[src/rtl/alu_exec_stage_pkg.sv]
// -----------------------------------------------------------------------------
// alu_exec_stage_pkg
// Shared definitions for the execute/writeback stage: default parameter values,
// the opcode encoding seen on the decode interface, and the stage FSM encoding.
// -----------------------------------------------------------------------------
package alu_exec_stage_pkg;

    localparam int SRCSIZE_DEF  = 2;  // 2^SRCSIZE registers in the file
    localparam int WIDTH_DEF    = 8;  // matches the register file data port
    localparam int ZERO_REG_DEF = 3;  // hard-zero register index

    typedef enum logic [2:0] {
        OP_ADD = 3'd0,
        OP_SUB = 3'd1,
        OP_AND = 3'd2,
        OP_OR  = 3'd3,
        OP_XOR = 3'd4,
        OP_SHL = 3'd5,
        OP_LI  = 3'd6,
        OP_MUL = 3'd7
    } opcode_e;

    typedef enum logic [1:0] {
        S_IDLE = 2'd0,
        S_READ = 2'd1,
        S_EXEC = 2'd2,
        S_WB   = 2'd3
    } state_e;

    // Only the two arithmetic ops produce a meaningful carry/borrow.
    function automatic logic updates_carry(input opcode_e op);
        return (op == OP_ADD) || (op == OP_SUB);
    endfunction

endpackage

[src/rtl/alu_exec_stage_shift_add_mul.sv]
// -----------------------------------------------------------------------------
// shift_add_mul
// Iterative shift-add multiplier returning the low WIDTH bits of a*b.
// A start pulse loads the operands; the unit then runs exactly WIDTH cycles.
// done is asserted combinationally during the last iteration, and product is
// valid in that same cycle, so the caller can register the result on the edge
// that ends the final iteration.
// Ports:
//   clk, rst        clock, synchronous active-high reset
//   start           load a/b and begin (ignored while busy)
//   a, b            multiplicand / multiplier
//   busy            iteration in progress
//   done            final iteration cycle; product valid
//   product         low WIDTH bits of a*b (valid while done)
// -----------------------------------------------------------------------------
module shift_add_mul #(
    parameter int WIDTH = 8
) (
    input  logic             clk,
    input  logic             rst,
    input  logic             start,
    input  logic [WIDTH-1:0] a,
    input  logic [WIDTH-1:0] b,
    output logic             busy,
    output logic             done,
    output logic [WIDTH-1:0] product
);

    localparam int CNT_W = $clog2(WIDTH);
    localparam logic [CNT_W-1:0] LAST = CNT_W'(WIDTH - 1);

    logic [WIDTH-1:0] acc_q;
    logic [WIDTH-1:0] mcand_q;
    logic [WIDTH-1:0] mplier_q;
    logic [CNT_W-1:0] count_q;
    logic             busy_q;
    logic [WIDTH-1:0] acc_next;

    // The multiplicand is shifted within WIDTH bits, so bits above the low
    // half fall off naturally and the accumulator wraps modulo 2^WIDTH.
    assign acc_next = acc_q + (mplier_q[0] ? mcand_q : '0);

    assign busy    = busy_q;
    assign done    = busy_q && (count_q == LAST);
    assign product = acc_next;

    // NOTE: sequential state uses non-blocking assignments so every register
    // samples the pre-edge values of the others.
    always_ff @(posedge clk) begin
        if (rst) begin
            acc_q    <= '0;
            mcand_q  <= '0;
            mplier_q <= '0;
            count_q  <= '0;
            busy_q   <= 1'b0;
        end else if (start && !busy_q) begin
            acc_q    <= '0;
            mcand_q  <= a;
            mplier_q <= b;
            count_q  <= '0;
            busy_q   <= 1'b1;
        end else if (busy_q) begin
            acc_q    <= acc_next;
            mcand_q  <= mcand_q << 1;
            mplier_q <= mplier_q >> 1;
            count_q  <= count_q + 1'b1;
            if (done) begin
                busy_q <= 1'b0;
            end
        end
    end

endmodule

[src/rtl/alu_exec_stage.sv]
// -----------------------------------------------------------------------------
// alu_exec_stage
// Execute/writeback stage in front of the register file. One instruction is
// accepted per handshake, walks IDLE->READ->EXEC->WB, and retires with a single
// registered write/done pulse. Writes to ZERO_REG are suppressed.
// Ports:
//   clk, rst            clock, synchronous active-high reset
//   instr_valid/ready   decode handshake (ready only in IDLE)
//   opcode,rs1,rs2,rd   decoded instruction fields; imm for LI
//   src1, src2          register file read selects (held from accept to IDLE)
//   regA, regB          register file combinational read data
//   dst, data, write    register file write port (write pulses in WB)
//   done                retire pulse, with or without a write
//   flag_z, flag_c      zero flag of last retire; carry/borrow of last ADD/SUB
// -----------------------------------------------------------------------------
module alu_exec_stage
    import alu_exec_stage_pkg::*;
#(
    parameter int SRCSIZE  = SRCSIZE_DEF,
    parameter int WIDTH    = WIDTH_DEF,
    parameter int ZERO_REG = ZERO_REG_DEF
) (
    input  logic               clk,
    input  logic               rst,
    input  logic               instr_valid,
    output logic               instr_ready,
    input  logic [2:0]         opcode,
    input  logic [SRCSIZE-1:0] rs1,
    input  logic [SRCSIZE-1:0] rs2,
    input  logic [SRCSIZE-1:0] rd,
    input  logic [WIDTH-1:0]   imm,
    output logic [SRCSIZE-1:0] src1,
    output logic [SRCSIZE-1:0] src2,
    input  logic [WIDTH-1:0]   regA,
    input  logic [WIDTH-1:0]   regB,
    output logic [SRCSIZE-1:0] dst,
    output logic [WIDTH-1:0]   data,
    output logic               write,
    output logic               done,
    output logic               flag_z,
    output logic               flag_c
);

    state_e             state_q;
    state_e             state_next;

    opcode_e            op_q;
    logic [SRCSIZE-1:0] rd_q;
    logic [WIDTH-1:0]   imm_q;
    logic [WIDTH-1:0]   op_a;
    logic [WIDTH-1:0]   op_b;

    logic               accept;
    logic               retire;
    logic [WIDTH-1:0]   exec_result;
    logic               exec_carry;
    logic [WIDTH:0]     wide;

    logic               mul_start;
    logic               mul_busy;
    logic               mul_done;
    logic [WIDTH-1:0]   mul_product;

    assign instr_ready = (state_q == S_IDLE);
    assign accept      = instr_valid && instr_ready;

    // Single-cycle ops finish in their first EXEC cycle; MUL waits for the
    // multiplier's final iteration.
    assign retire = (state_q == S_EXEC) && ((op_q != OP_MUL) || mul_done);

    // The multiplier loads straight from the read ports during READ so its
    // WIDTH iterations line up exactly with the EXEC cycles.
    assign mul_start = (state_q == S_READ) && (op_q == OP_MUL) && !mul_busy;

    shift_add_mul #(
        .WIDTH (WIDTH)
    ) u_mul (
        .clk     (clk),
        .rst     (rst),
        .start   (mul_start),
        .a       (regA),
        .b       (regB),
        .busy    (mul_busy),
        .done    (mul_done),
        .product (mul_product)
    );

    // ---------------------------------------------------------------- FSM
    always_ff @(posedge clk) begin
        if (rst) begin
            state_q <= S_IDLE;
        end else begin
            state_q <= state_next;
        end
    end

    // NOTE: every output of a combinational block gets a default first, so no
    // path through the case statement can leave a latch behind.
    always_comb begin
        state_next = state_q;
        unique case (state_q)
            S_IDLE: if (instr_valid) state_next = S_READ;
            S_READ: state_next = S_EXEC;
            S_EXEC: if (retire) state_next = S_WB;
            S_WB:   state_next = S_IDLE;
            default: state_next = S_IDLE;
        endcase
    end

    // ---------------------------------------------------------------- ALU
    always_comb begin
        exec_result = '0;
        exec_carry  = 1'b0;
        wide        = '0;
        unique case (op_q)
            OP_ADD: begin
                wide        = {1'b0, op_a} + {1'b0, op_b};
                exec_result = wide[WIDTH-1:0];
                exec_carry  = wide[WIDTH];
            end
            OP_SUB: begin
                // Top bit of the widened difference is the borrow, i.e. a < b.
                wide        = {1'b0, op_a} - {1'b0, op_b};
                exec_result = wide[WIDTH-1:0];
                exec_carry  = wide[WIDTH];
            end
            OP_AND:  exec_result = op_a & op_b;
            OP_OR:   exec_result = op_a | op_b;
            OP_XOR:  exec_result = op_a ^ op_b;
            OP_SHL:  exec_result = op_a << op_b[2:0];
            OP_LI:   exec_result = imm_q;
            OP_MUL:  exec_result = mul_product;
            default: exec_result = '0;
        endcase
    end

    // ---------------------------------------------------------------- datapath
    always_ff @(posedge clk) begin
        if (rst) begin
            op_q   <= OP_ADD;
            rd_q   <= '0;
            imm_q  <= '0;
            src1   <= '0;
            src2   <= '0;
            op_a   <= '0;
            op_b   <= '0;
            dst    <= '0;
            data   <= '0;
            write  <= 1'b0;
            done   <= 1'b0;
            flag_z <= 1'b0;
            flag_c <= 1'b0;
        end else begin
            write <= 1'b0;
            done  <= 1'b0;

            if (accept) begin
                op_q  <= opcode_e'(opcode);
                rd_q  <= rd;
                imm_q <= imm;
                src1  <= rs1;
                src2  <= rs2;
            end

            if (state_q == S_READ) begin
                op_a <= regA;
                op_b <= regB;
            end

            // Registering the write port here makes write/done high for
            // exactly the WB cycle.
            if (retire) begin
                dst    <= rd_q;
                data   <= exec_result;
                write  <= (rd_q != SRCSIZE'(ZERO_REG));
                done   <= 1'b1;
                flag_z <= (exec_result == '0);
                if (updates_carry(op_q)) begin
                    flag_c <= exec_carry;
                end
            end
        end
    end

endmodule

[config.mk]
export PLATFORM = sky130hd
export DESIGN_NAME = alu_exec_stage
export DESIGN_NICKNAME = d
export VERILOG_FILES = /design/src/rtl/alu_exec_stage_pkg.sv /design/src/rtl/alu_exec_stage_shift_add_mul.sv /design/src/rtl/alu_exec_stage.sv
export SDC_FILE = /design/constraint.sdc
export NUM_CORES = 1
export LEC_CHECK = 0
export ABC_AREA = 0
export CAP_MARGIN = 20
export CORE_MARGIN = 2
export CORE_UTILIZATION = 40
export DETAILED_ROUTE_END_ITERATION = 7
export PLACE_DENSITY = 0.58
export SKIP_LAST_GASP = 1
export SLEW_MARGIN = 20
export SYNTH_ARGS = -nofsm -noshare
export SYNTH_HDL_FRONTEND = slang
export SYNTH_HIERARCHICAL = 1
export SYNTH_SLANG_ARGS = --single-unit
[constraint.sdc]
create_clock -name clk -period 4.29 [get_ports clk]
set_clock_uncertainty 0.15 [all_clocks]
set_input_delay 0.858 -clock clk [delete_from_list [all_inputs] [get_ports clk]]
set_output_delay 0.858 -clock clk [all_outputs]
set_load 0.02 [all_outputs]
==> results of run 1 <==
## worst max-delay path: stages (launching register included)
cell and delay [ps]:
dfxtp_1 430, and2_1 170, ha_1 160, inv_1 60, fa_1 440, nor2b_1 130
o21a_1 150, o21a_1 150, nor2_1 50, nand3_1 100, o21ai_0 110, a211o_1 380
a32o_1 230, a221oi_2 240, or4b_1 500, o41ai_2 280
## worst min path at each step
stage                          end  slack, ps  cells past startpoint
after floorplan           imm_q[2]        280                      2
after global placement     src2[1]        290                      2
after detailed placement  imm_q[2]        310                      2
after CTS                  data[7]        310                      2
after global routing        dst[0]        320                      2
final                      data[7]        310                      2
## sequential cells by signal (all words and copies together) (netlist names), 3 cells and up
register        count
data                8
imm_q               8
op_a                8
op_b                8
u_mul/acc_q         8
u_mul/mcand_q       8
u_mul/mplier_q      8
op_q                3
u_mul/count_q       3
## per-layer routing
layer | global-route usage | wire (um) | up-vias
met5 | 0 | 0 | -
met4 | 0.0683 | 232 | 0
met3 | 0.0337 | 532 | 15
met2 | 0.313 | 5740 | 93
met1 | 0.286 | 6460 | 2020
li1 | - | - | 2156
## final cells by class
cell class	instances	area, um^2	area share
multi-input combinational	446	3090	0.530
sequential	77	1540	0.264
timing repair buffer	65	618	0.106
clock buffer	12	246	0.0422
tap	147	184	0.0315
inverter	33	124	0.0212
clock inverter	4	32.5	0.00557
## cell usage in the layout, fill, tap and decap left out, types with 4 or more instances in the layout
cell / count
xnor2_1: 7
nor2_1: 73
xor2_1: 6
o22ai_1: 4
nand2b_1: 7
o21a_1: 6
a221oi_1: 4
nand3_1: 15
a22oi_1: 4
ha_1: 37
nor3_1: 9
a21oi_1: 55
mux2i_1: 44
a211oi_1: 6
clkdlybuf4s50_1: 53
nand2_1: 63
inv_1: 32
a31oi_1: 5
dfxtp_1: 77
a21o_1: 4
and2_1: 11
clkbuf_16: 9
nor2b_1: 8
o21ai_0: 15
buf_4: 11
## logic make-up (layout without fill, tap and decap cells)
kind of cell,after synthesis,count (layout)
buffers and inverters,71,114
AO/OA/AOI/OAI,136,136
AND/OR/NAND/NOR,205,205
adder cells (fa/ha/maj),40,40
flip-flops,77,77
XOR/XNOR,13,13
multiplexers,52,52
## through the flow
stage / hold WS [ps] / cells / cell area [um^2] / util / power [uW]
after floorplan: 283 / 594 / 4910 / - / 1900
after global placement: 292 / 768 / 5560 / 0.463 / 2290
after detailed placement: 306 / 768 / 5560 / 0.463 / 2310
after CTS: 314 / 784 / 5840 / 0.486 / 3030
after global routing: 322 / 784 / 5840 / 0.486 / 3230
final: 311 / 784 / 5840 / 0.486 / 3020
## power groups by stage
| stage | Combinational (uW) | Clock (uW) | Sequential (uW) |
|---|---|---|---|
| 2_1_floorplan | 943 | 0 | 961 |
| 3_3_place_gp | 1310 | 0 | 975 |
| 3_5_place_dp | 1330 | 0 | 981 |
| 4_1_cts | 1330 | 737 | 965 |
| 5_1_grt | 1480 | 767 | 986 |
| 6_report | 1330 | 722 | 967 |
==> qor.yml, run 1 <==
outcome: "completed"
io_pins: 55
drv_slew: 0
worstPathRequired_ps: 4390
pre_cts_ws_ps: 523
wl_per_cell_um: 16.5
synth-edff-count: 0
combPwrFrac: 0.442
synthSimpleGateAreaFrac: 0.191
drive_gt1_frac: 0.0659
hold_buffers: 0
insertion_delay_ps: 340
maxCapViolations: 0
post_cts.repair.setup_buffers: 0
clock_tree.buffer_depth: 2
postCtsResizedCells: 0
synth_compound_area_frac: 0.184
async_reset_ff_frac: 0
cp_max_fo: 9
netlist_top_cells_area: "dfxtp_1 31%, ha_1 9.4%, mux2i_1 9.0%"
cp.arrival_ps: 3920
routed_wl_mm: 13.0
netlist_instances: 594
cts-htree-levels: 3
die_y_um: 115
syn_area_mm2: 0.00491
grt_pass1_wl_mm: 20.8
cp-end-kind: "flop"
drc_errors: 0
internal_power_uw: 1830
critPathKind: "reg2reg"
muxShareOfSynthArea: 0.124
n_antenna_cell: 0
yosys_register_bits: 77
timing.final.crit_share: 0.891
hold_viol: 0
fin_ws_ps: 470
cp-startpoint: "u_mul/mplier_q[0]"
synth_top_family_by_area: "simple AND/OR/NAND/NOR gates"
powerDensity_mw_per_mm2: 518
cts_tree: "yes"
setup_viol: 0
r2r_slack_ps: 470
rr_startpoint: "u_mul/mplier_q[0]"
avgSynthCellArea_um2: 8.27
fillCellCount: 1188
holdCritStartpoint: "data[7]"
grtUsageTotal: 0.202
dpl.hpwl_mm: 9.84
drt_iter0_markers: 380
rr_worst_depth: 15
synth_commonest_cells: "77 x dfxtp_1, 73 x nor2_1, 63 x nand2_1, 55 x a21oi_1, 44 x mux2i_1"
yosys_most_used_dff: "dfxtp_1"
syn_to_final_growth_pct: 18.8
tns_ps: 0
yosys.area_share.adder: 0.106
die_w_um: 115
hp-class: "reg2reg"
grt-ovfl-total: 0
cts_root_buf: "clkbuf_16"
core-area_mm2: 0.0120
synthXorXnorAreaFrac: 0.0232
r2r_end: "flag_z"
vias: 4284
p_sw_uw: 1190
ant_nets: 0
viasPerCell: 5.46
irDropWorstVdd_mv: 0.296
cp-start-kind: "flop"
io_buffers: 54
antenna_found_initial: 0
cts_inserted_buffers: 9
ys_seq_area_frac: 0.314
rsz0062_at_grt: "false"
yosysWarnings: 6
p_leak_uw: 0.00226
final.min_clock_period_ps: 3820
synth_area_leader_cell: "dfxtp_1"
start_util: 0.409
grt_start_max_net_pins: 47
synth_most_common_cell: "dfxtp_1"
crit_path_end: "flag_z"
clkSinkCount: 77
die_area_mm2: 0.0132
synth_nets: 670
worst_pin_slew_ps: 872
dr.pass1.iters: 5
rows: 40
fmax_mhz: 262
clkPwrFrac: 0.239
place_congestion: 0.919
final_nets: 708
path_clk_slew_ps: 60
synth_top_area_share: 0.314
relSlewSlack: 0.418
p_sw_frac: 0.395
power_frac_seq: 0.320
grt_pass1_vias: 3967
ys_types: 66
Note: power is estimated with default switching activity, not from simulation.
==> inputs of run 2 (changes only) <==
CORE_MARGIN = default   (was 2)
HOLD_SLACK_MARGIN = 0.08   (was default)
==> qor.yml, run 2 (same netlist as run 1, synthesis figures left out) <==
outcome: "completed"
ant_nets: 0
fillCellCount: 1173
final_common_cell: "dfxtp_1"
grt_pass1_vias: 4039
tns_ps: 0
cp-startpoint: "u_mul/mplier_q[0]"
crit_chain: "and2_1, ha_1, inv_1, fa_1, nor2b_1, o21a_1, o21a_1, nor2_1, nand3_1, o21ai_0, a211o_1, a32o_1, a221oi_2, or4b_1, o41ai_2"
hold_buffers: 0
final.min_clock_period_ps: 3820
dr.pass1.iters: 5
fmax_mhz: 262
n_antenna_cell: 0
fin_ws_ps: 469
die_y_um: 113
hold_viol: 0
grt_start_max_net_pins: 47
seq_area_mm2: 0.00154
worstPathRequired_ps: 4390
place_congestion: 0.898
p_leak_uw: 0.00227
cp_slowest_cell: "or4b_1"
clkSinkCount: 77
io_pins: 55
pre_cts_ws_ps: 509
hp-class: "reg2reg"
core-area_mm2: 0.0120
wl_per_cell_um: 16.2
cts_tree: "yes"
path_clk_slew_ps: 60
insertion_delay_ps: 350
post_cts.repair.setup_buffers: 0
cts_root_buf: "clkbuf_16"
relSlewSlack: 0.429
cp_max_fo: 9
maxCapViolations: 0
postCtsResizedCells: 0
path_common_cell: "o21a_1"
holdCritStartpoint: "src1[1]"
max_stage_delay_ps: 490
io_buffers: 54
irDropWorstVdd_mv: 0.234
antenna_found_initial: 0
cp-start-kind: "flop"
final_nets: 708
dpl.hpwl_mm: 9.65
drv_slew: 0
powerDensity_mw_per_mm2: 517
whs_path_depth: 2
timing.final.crit_share: 0.891
start_util: 0.409
drc_errors: 0
viasPerCell: 5.46
worst_pin_slew_ps: 856
final_cell_mix: "77 x dfxtp_1, 73 x nor2_1, 63 x nand2_1, 55 x a21oi_1, 53 x clkdlybuf4s50_1"
cts-htree-levels: 3
die_w_um: 113
critPathKind: "reg2reg"
grtUsageTotal: 0.211
cp.arrival_ps: 3930
vias: 4284
clock_tree.buffer_depth: 2
multiInputGateArea_mm2: 0.00309
syn_to_final_growth_pct: 18.8
drive_gt1_frac: 0.0675
rsz0062_at_grt: "false"
setup_viol: 0
rr_startpoint: "u_mul/mplier_q[0]"
worst_hold_slack_ps: 306
cts_inserted_buffers: 9
die_area_mm2: 0.0127
routed_wl_mm: 12.7
rows: 40
drt_iter0_markers: 247
rr_worst_depth: 15
grt-ovfl-total: 0
cp-end-kind: "flop"
grt_pass1_wl_mm: 20.9
## run 2: cell types whose count changed in the layout (fill, tap and decap cells not counted)
| cell | change |
|---|---|
| clkinvlp_4 | -1 |
| clkinv_4 | -1 |
| inv_6 | -1 |
| clkbuf_1 | -1 |
| clkbuf_8 | +1 |
| clkinv_2 | +3 |
## run 2: layout make-up
type / instances / area share
multi-input combinational: 446 / 0.530
sequential: 77 / 0.264
timing repair buffer: 65 / 0.106
clock buffer: 12 / 0.0439
tap: 147 / 0.0315
inverter: 33 / 0.0212
clock inverter: 4 / 0.00386
## run 2: through the flow
stage                util  cells  cell area [um^2]  total power (uW)
floorplan               -    594              4910              1900
global placement    0.463    768              5560              2280
detailed placement  0.463    768              5560              2300
CTS                 0.486    784              5840              3030
global route        0.486    784              5840              3240
finish              0.486    784              5840              3020
## run 2: critical path, delay by kind of cell, from the launching register on
kind            cells  cell delay (ps)
compound gates      7             1580
simple gates        5              920
fa+ha+maj           2              590
flops               1              420
buf+inv             1               60
## run 2: worst paths after layout
kind | slack [ps] | to
max | 470 | flag_z
min reg2reg | 310 | src1[1]
max reg2reg | 470 | flag_z
min | 310 | src1[1]
## run 2: where the power goes
part           switching (uW)  internal [uW]
Combinational             747            588
Clock                     302            420
Sequential                132            829
Total                    1180           1840
## run 2: metal layers
metal / part of all wire / vias up / wire [um] / global-route usage
li1: - / 2149 / - / -
met1: 0.49 / 2001 / 6220 / 0.287
met2: 0.43 / 110 / 5500 / 0.323
met3: 0.045 / 24 / 576 / 0.0386
met4: 0.030 / 0 / 374 / 0.100
met5: 0 / - / 0 / 0
